## src/rtl/ctrl_seq_pkg.sv

```systemverilog
// ctrl_seq_pkg: shared types and constants for the ctrl_seq instruction sequencer.
//  - state_t     : sequencer FSM states
//  - OP_*        : 4-bit opcode encodings driven onto control_bus
//  - is_legal_op : 1 for opcodes the sequencer may issue or act on (0..8 and HALT)
package ctrl_seq_pkg;

    typedef enum logic [2:0] {
        IDLE   = 3'd0,
        FETCH  = 3'd1,
        WAIT   = 3'd2,
        DECODE = 3'd3,
        EXEC   = 3'd4,
        HALT   = 3'd5
    } state_t;

    localparam logic [3:0] OP_ADD  = 4'd0;
    localparam logic [3:0] OP_SUB  = 4'd1;
    localparam logic [3:0] OP_MUL  = 4'd2;
    localparam logic [3:0] OP_DIV  = 4'd3;
    localparam logic [3:0] OP_PUSH = 4'd4;
    localparam logic [3:0] OP_POP  = 4'd5;
    localparam logic [3:0] OP_JMP  = 4'd6;
    localparam logic [3:0] OP_JZ   = 4'd7;
    localparam logic [3:0] OP_JS   = 4'd8;
    localparam logic [3:0] OP_HALT = 4'd15;

    // Codes 4'b1001..4'b1110 are reserved and treated as illegal.
    function automatic logic is_legal_op(input logic [3:0] op);
        return (op <= OP_JS) || (op == OP_HALT);
    endfunction

endpackage

```

## src/rtl/ctrl_seq.sv

```systemverilog
// ctrl_seq: instruction sequencer for the stack-machine execute unit.
//  Fetches the instruction at pc from a synchronous ROM, decodes it onto
//  control_bus/addr_const, holds en until fin_sig, and repeats until HALT.
// Optional feature macro: CTRL_SEQ_WDT_EN (EXEC watchdog of WDT_CYC cycles).
// Ports:
//  clk, rstn            clock (rising edge), asynchronous active-low reset
//  start                1-cycle pulse, starts execution from IDLE/HALT
//  pc                   program counter supplied by the execute unit
//  imem_addr/imem_r_en  ROM address and read strobe (data valid one cycle later)
//  imem_data            {opcode[3:0], operand[DATA_LEN-1:0]}
//  en/control_bus/addr_const  execute handshake towards the execute unit
//  fin_sig              execute unit finished the current instruction
//  busy/done/err        status: running, halted, sticky error
//  inst_cnt             retired instruction count, saturating
module ctrl_seq
    import ctrl_seq_pkg::*;
#(
    parameter int DATA_LEN = 8,
    parameter int INST_CAP = 20,
    parameter int WDT_CYC  = 64,
    localparam int PC_W    = $clog2(INST_CAP) + 1
) (
    input  logic                  clk,
    input  logic                  rstn,
    input  logic                  start,
    input  logic [PC_W-1:0]       pc,
    output logic [PC_W-1:0]       imem_addr,
    output logic                  imem_r_en,
    input  logic [DATA_LEN+3:0]   imem_data,
    output logic                  en,
    output logic [3:0]            control_bus,
    output logic [DATA_LEN-1:0]   addr_const,
    input  logic                  fin_sig,
    output logic                  busy,
    output logic                  done,
    output logic                  err,
    output logic [15:0]           inst_cnt
);

    localparam logic [PC_W-1:0] PC_LIMIT = PC_W'(INST_CAP);

    if (INST_CAP < 1 || WDT_CYC < 1) begin : g_bad_cfg
        $error("ctrl_seq: INST_CAP and WDT_CYC must be at least 1");
    end

    state_t                state_r, state_s;
    logic [PC_W-1:0]       imem_addr_r, imem_addr_s;
    logic                  imem_r_en_r, imem_r_en_s;
    logic                  en_r, en_s;
    logic [3:0]            cb_r, cb_s;
    logic [DATA_LEN-1:0]   ac_r, ac_s;
    logic                  busy_r, busy_s;
    logic                  done_r, done_s;
    logic                  err_r, err_s;
    logic [15:0]           cnt_r, cnt_s;
    logic [3:0]            op_s;

`ifdef CTRL_SEQ_WDT_EN
    localparam int            WDT_W    = $clog2(WDT_CYC + 1);
    localparam logic [WDT_W-1:0] WDT_LAST = WDT_W'(WDT_CYC - 1);
    logic [WDT_W-1:0]         wdt_r, wdt_s;
`endif

    assign op_s = imem_data[DATA_LEN +: 4];

    // FSM state register.
    always_ff @(posedge clk or negedge rstn) begin
        if (!rstn) begin
            state_r <= IDLE;
        end else begin
            state_r <= state_s;
        end
    end

    // Next-state and next-output logic; every output is registered below.
    always_comb begin
        state_s     = state_r;
        imem_addr_s = imem_addr_r;
        imem_r_en_s = 1'b0;
        en_s        = 1'b0;
        cb_s        = cb_r;
        ac_s        = ac_r;
        err_s       = err_r;
        cnt_s       = cnt_r;
`ifdef CTRL_SEQ_WDT_EN
        wdt_s       = wdt_r;
`endif
        case (state_r)
            IDLE: begin
                if (start) begin
                    state_s = FETCH;
                end else begin
                    state_s = IDLE;
                end
            end
            FETCH: begin
                // An out-of-range pc halts without touching the ROM.
                if (pc >= PC_LIMIT) begin
                    state_s = HALT;
                    err_s   = 1'b1;
                end else begin
                    imem_addr_s = pc;
                    imem_r_en_s = 1'b1;
                    state_s     = WAIT;
                end
            end
            WAIT: begin
                state_s = DECODE;
            end
            DECODE: begin
                if (op_s == OP_HALT) begin
                    state_s = HALT;
                end else if (!is_legal_op(op_s)) begin
                    state_s = HALT;
                    err_s   = 1'b1;
                end else begin
                    cb_s    = op_s;
                    ac_s    = imem_data[DATA_LEN-1:0];
                    en_s    = 1'b1;
                    state_s = EXEC;
`ifdef CTRL_SEQ_WDT_EN
                    wdt_s   = '0;
`endif
                end
            end
            EXEC: begin
                if (fin_sig) begin
                    en_s    = 1'b0;
                    cnt_s   = (cnt_r == 16'hFFFF) ? cnt_r : cnt_r + 16'd1;
                    state_s = FETCH;
                end
`ifdef CTRL_SEQ_WDT_EN
                else if (wdt_r == WDT_LAST) begin
                    en_s    = 1'b0;
                    err_s   = 1'b1;
                    state_s = HALT;
                end
`endif
                else begin
                    en_s    = 1'b1;
                    state_s = EXEC;
`ifdef CTRL_SEQ_WDT_EN
                    wdt_s   = wdt_r + 1'b1;
`endif
                end
            end
            HALT: begin
                if (start) begin
                    state_s = FETCH;
                    err_s   = 1'b0;
                    cnt_s   = 16'd0;
                end else begin
                    state_s = HALT;
                end
            end
            default: begin
                state_s = IDLE;
            end
        endcase

        // Status flags follow the state being entered so they line up with it.
        busy_s = (state_s == FETCH) || (state_s == WAIT) ||
                 (state_s == DECODE) || (state_s == EXEC);
        done_s = (state_s == HALT);
    end

    // Registered outputs and datapath.
    always_ff @(posedge clk or negedge rstn) begin
        if (!rstn) begin
            imem_addr_r <= '0;
            imem_r_en_r <= 1'b0;
            en_r        <= 1'b0;
            cb_r        <= 4'b0000;
            ac_r        <= '0;
            busy_r      <= 1'b0;
            done_r      <= 1'b0;
            err_r       <= 1'b0;
            cnt_r       <= 16'd0;
        end else begin
            imem_addr_r <= imem_addr_s;
            imem_r_en_r <= imem_r_en_s;
            en_r        <= en_s;
            cb_r        <= cb_s;
            ac_r        <= ac_s;
            busy_r      <= busy_s;
            done_r      <= done_s;
            err_r       <= err_s;
            cnt_r       <= cnt_s;
        end
    end

`ifdef CTRL_SEQ_WDT_EN
    // Watchdog counter: EXEC cycles elapsed for the current instruction.
    always_ff @(posedge clk or negedge rstn) begin
        if (!rstn) begin
            wdt_r <= '0;
        end else begin
            wdt_r <= wdt_s;
        end
    end
`endif

    assign imem_addr   = imem_addr_r;
    assign imem_r_en   = imem_r_en_r;
    assign en          = en_r;
    assign control_bus = cb_r;
    assign addr_const  = ac_r;
    assign busy        = busy_r;
    assign done        = done_r;
    assign err         = err_r;
    assign inst_cnt    = cnt_r;

endmodule

```

## config.mk

```make
export PLATFORM = sky130hd
export DESIGN_NAME = ctrl_seq
export DESIGN_NICKNAME = d
export VERILOG_FILES = /design/src/rtl/ctrl_seq_pkg.sv /design/src/rtl/ctrl_seq.sv
export SDC_FILE = /design/constraint.sdc
export NUM_CORES = 1
export LEC_CHECK = 0
export CAP_MARGIN = 25
export CORE_AREA = 2 2 65 67
export DETAILED_ROUTE_END_ITERATION = 12
export DIE_AREA = 0 0 67 69
export DONT_BUFFER_PORTS = 1
export GPL_TIMING_DRIVEN = 0
export PLACE_DENSITY = 0.84
export REMOVE_ABC_BUFFERS = 1
export SETUP_SLACK_MARGIN = 0.02
export SYNTH_ARGS = -nofsm -noshare
export SYNTH_HDL_FRONTEND = slang
export SYNTH_SLANG_ARGS = --single-unit
```

## constraint.sdc

```tcl
create_clock -name clk -period 1.7 [get_ports clk]
set_clock_uncertainty 0.15 [all_clocks]
set_input_delay 0.34 -clock clk [delete_from_list [all_inputs] [get_ports clk]]
set_output_delay 0.34 -clock clk [all_outputs]
set_load 0.02 [all_outputs]
```

==> metrics.md <==
| Metric | Value |
|---|---|
| First-pass GRT wire length | `8.47 mm` |
| # diodes | `0` |
| Sequential element share of the synthesized area | `49.3%` |
| Vias in the first global route | `1781` |
| Mapped Cells | `198` |
| Die area | `0.00462 mm^2` |
| XOR/XNOR share of the synthesized area | `0%` |
| Compound-Gate Fraction of Synth Area | `18.1%` |
| Die Y | `69 um` |
| Largest family of logic cells by synthesized area | `simple AND/OR/NAND/NOR gates` |
| Crit Path Max Fanout | `6` |
| Worst endpoint required time | `1.72 ns` |
| Post-synthesis register bit count | `42` |
| Total GRT Usage | `23.6%` |
| Mean routed wirelength per cell | `19.7 um` |
| Syn. warnings | `0` |
| Most common cell after layout, fill and taps aside | `dfrtp_1` |
| Multiplexer area fraction after synthesis | `9.91%` |
| Die span in x | `67 um` |
| CTS Buf Count | `5` |
| Routed Wire Length | `5.35 mm` |
| Area share of and/or/nand/nor cells after synthesis | `18.4%` |
| Final setup vio count | `16` |
| Via density per instance | `6.62` |
| Final WS setup | `-0.294 ns` |
| CTS tree | `done` |
| Io pins | `61` |
| Peak VDD IR | `0.995 mV` |
| Area grow syn2layout | `23.2%` |
| Leak Pwr | `1.09 nW` |
| Status | `finished, violations left` |
| Synth area leader | `dfrtp_1` |
| Pre-CTS setup slack | `-1.07 ns` |
| ANT nets after route | `0` |
| 1st-iter DRT viols | `287` |
| HPWL Detailed | `3.11 mm` |
| Unrepaired setup endpoints after global routing | `yes` |
| Initial core utilization | `54.5%` |
| Layout cells sized above 1 | `39.6%` |
| Most frequent cells in the layout | `dfrtp_1 (27), buf_4 (16), o31ai_1 (15), dfrtp_2 (15), mux2_2 (13)` |
| Crit share post-route | `117%` |
| Top cell type's share of synthesized area | `49.3%` |
| Max cap viols | `0` |
| Clk_lat worst skew | `0.30 ns` |
| Min-Delay Path Class | `primary input to flop` |
| Core area | `0.00391 mm^2` |
| Total number of vias | `1800` |
| Antenna violations before repair | `0` |
| Critical path data arrival time | `2.01 ns` |
| # rows | `23` |
| Adder-cell share of the synthesized area | `0.587%` |
| Mapped cell area | `0.00213 mm^2` |
| Fin. Hold Viols | `0` |
| Startpoint types | `flop` |
| Violated checks | `setup timing` |
| Slew Limit Fails | `0` |
| CTS clk-pin slew, worst paths | `0.08 ns` |
| PwrDens | `1780 mW/mm^2` |
| Critical path class | `flop to flop` |
| Slew HR | `70.2%` |
| H-Tree Depth | `2` |
| Minimum clock period | `1.99 ns` |
| Root buffer cell | `clkbuf_8` |
| Top post-synthesis cells by area | `dfrtp_1 (49%), mux2_2 (9.0%), o31ai_1 (6.3%), o21ai_0 (2.6%), nand3_1 (2.1%)` |
| IO Port Bufs | `0` |
| Worst Tran Pin Value | `0.444 ns` |
| Largest net degree at the start of global routing | `43` |
| Final core area utilization | `67.2%` |
| Bufs on Longest Clock Path | `2` |
| Placer Congestion | `0.835` |
| Mean area per synthesized cell | `10.8 um^2` |
| Drc violations | `0` |
| Max Clk Rate | `501 MHz` |
| Net count, final | `244` |
| Grt total ovfl | `0` |
| Crit path capture type | `flop` |
| TritonRoute pass-1 iters | `4` |
| Unique masters post-synth | `45` |
| TritonCTS Sinks | `42` |
| WHS | `0.0346 ns` |
-- cell type report --
type	instances	area [um^2]
Sequential cell	42	1070
Timing Repair Buffer	27	224
Clock buffer	5	68.8
Multi-Input combinational cell	140	1140
Inverter	5	18.8
Tap cell	50	62.6
Clock inverter	3	45.0
Fill cell	305	1280
-- per-layer routing --
metal,share of wire (%),global-route usage (%)
met2,50,36.2
met4,2.1,8.84
met3,9.1,9.79
met1,39,29.4
met5,0,0
-- sequential cells by signal (all words and copies together) (netlist names) --
name         flops
control_bus      4
err              1
done             1
imem_r_en        1
inst_cnt        16
busy             1
imem_addr        6
en               1
state_r          3
addr_const       8
-- power by group --
| part | switching (W) | total [W] | leakage [nW] | internal (W) |
|---|---|---|---|---|
| sequential | 0.000996 | 0.00242 | 0.510 | 0.00142 |
| clock | 0.000358 | 0.000795 | 0.0504 | 0.000437 |
| combinational | 0.000697 | 0.00146 | 0.527 | 0.000763 |
| total | 0.00205 | 0.00468 | 1.09 | 0.00262 |
-- through the flow --
step / instance area, um^2 / cells / power (W) / TNS (ns)
floorplan: 2070 / 186 / 0.00306 / -8.97
global placement: 2130 / 236 / 0.00332 / -18.39
detailed placement: 2130 / 236 / 0.00337 / -19.54
CTS: 2480 / 262 / 0.00442 / -1.65
global route: 2630 / 272 / 0.00498 / -5.37
finish: 2630 / 272 / 0.00468 / -3.89
-- final timing paths --
check,cells past startpoint,end,slack [ns],startpoint
min in group asynchronous,2,inst_cnt[9],0.37,rstn
setup / recovery,6,inst_cnt[9],-0.29,inst_cnt[0]
hold / removal,1,control_bus[3],0.03,imem_data[11]
max in group asynchronous,2,state_r[2],0.82,rstn
hold reg to reg,1,state_r[1],0.40,state_r[2]
setup reg to reg,6,inst_cnt[9],-0.29,inst_cnt[0]
-- worst max-delay path: stages, from the launching register on --
cell,delay [ns]
dfrtp_2,0.51
ha_4,0.18
nand4_1,0.18
nor4_4,0.36
buf_4,0.20
nand2b_4,0.19
o31ai_2,0.08
-- Yosys cell counts (all sizes together) --
library cell,instances
o31a,1
nand2,11
a41oi,3
and4,2
o22ai,2
nor4,3
o31ai,18
a21oi,3
dfrtp,42
o41a,1
nand3,9
o41ai,2
and3b,1
mux2,17
or4,1
and3,6
and2b,1
buf,7
o21a,2
ha,1
nor2,8
and2,5
a211o,1
inv,5
o21ai,11
nand4,5
nor2b,3
o311ai,1
nand4b,1
clkbuf,5
a21o,1
a31oi,6
mux2i,2
o221ai,1
nor3,4
o22a,1
nand2b,4
a221oi,1
-- what timing repair did --
item / CTS / global route
hold endpoints to repair: 43 / 0
hold buffers: 3 / 0
endpoints found under the setup margin: 37 / 31
buffers inserted: 13 / 9
cloned: 2 / 1
pin swaps: 8 / 7
resized for setup: 38 / 19
-- cells by family (layout without fill, tap and decap cells) --
family	Yosys count	in the layout
buffers and inverters	17	40
adders and majority gates	1	1
and+or+nand+nor	64	65
AOI/OAI and AO/OA	55	55
muxes	19	19
DFF	42	42
(Power assumes the default switching activity.)
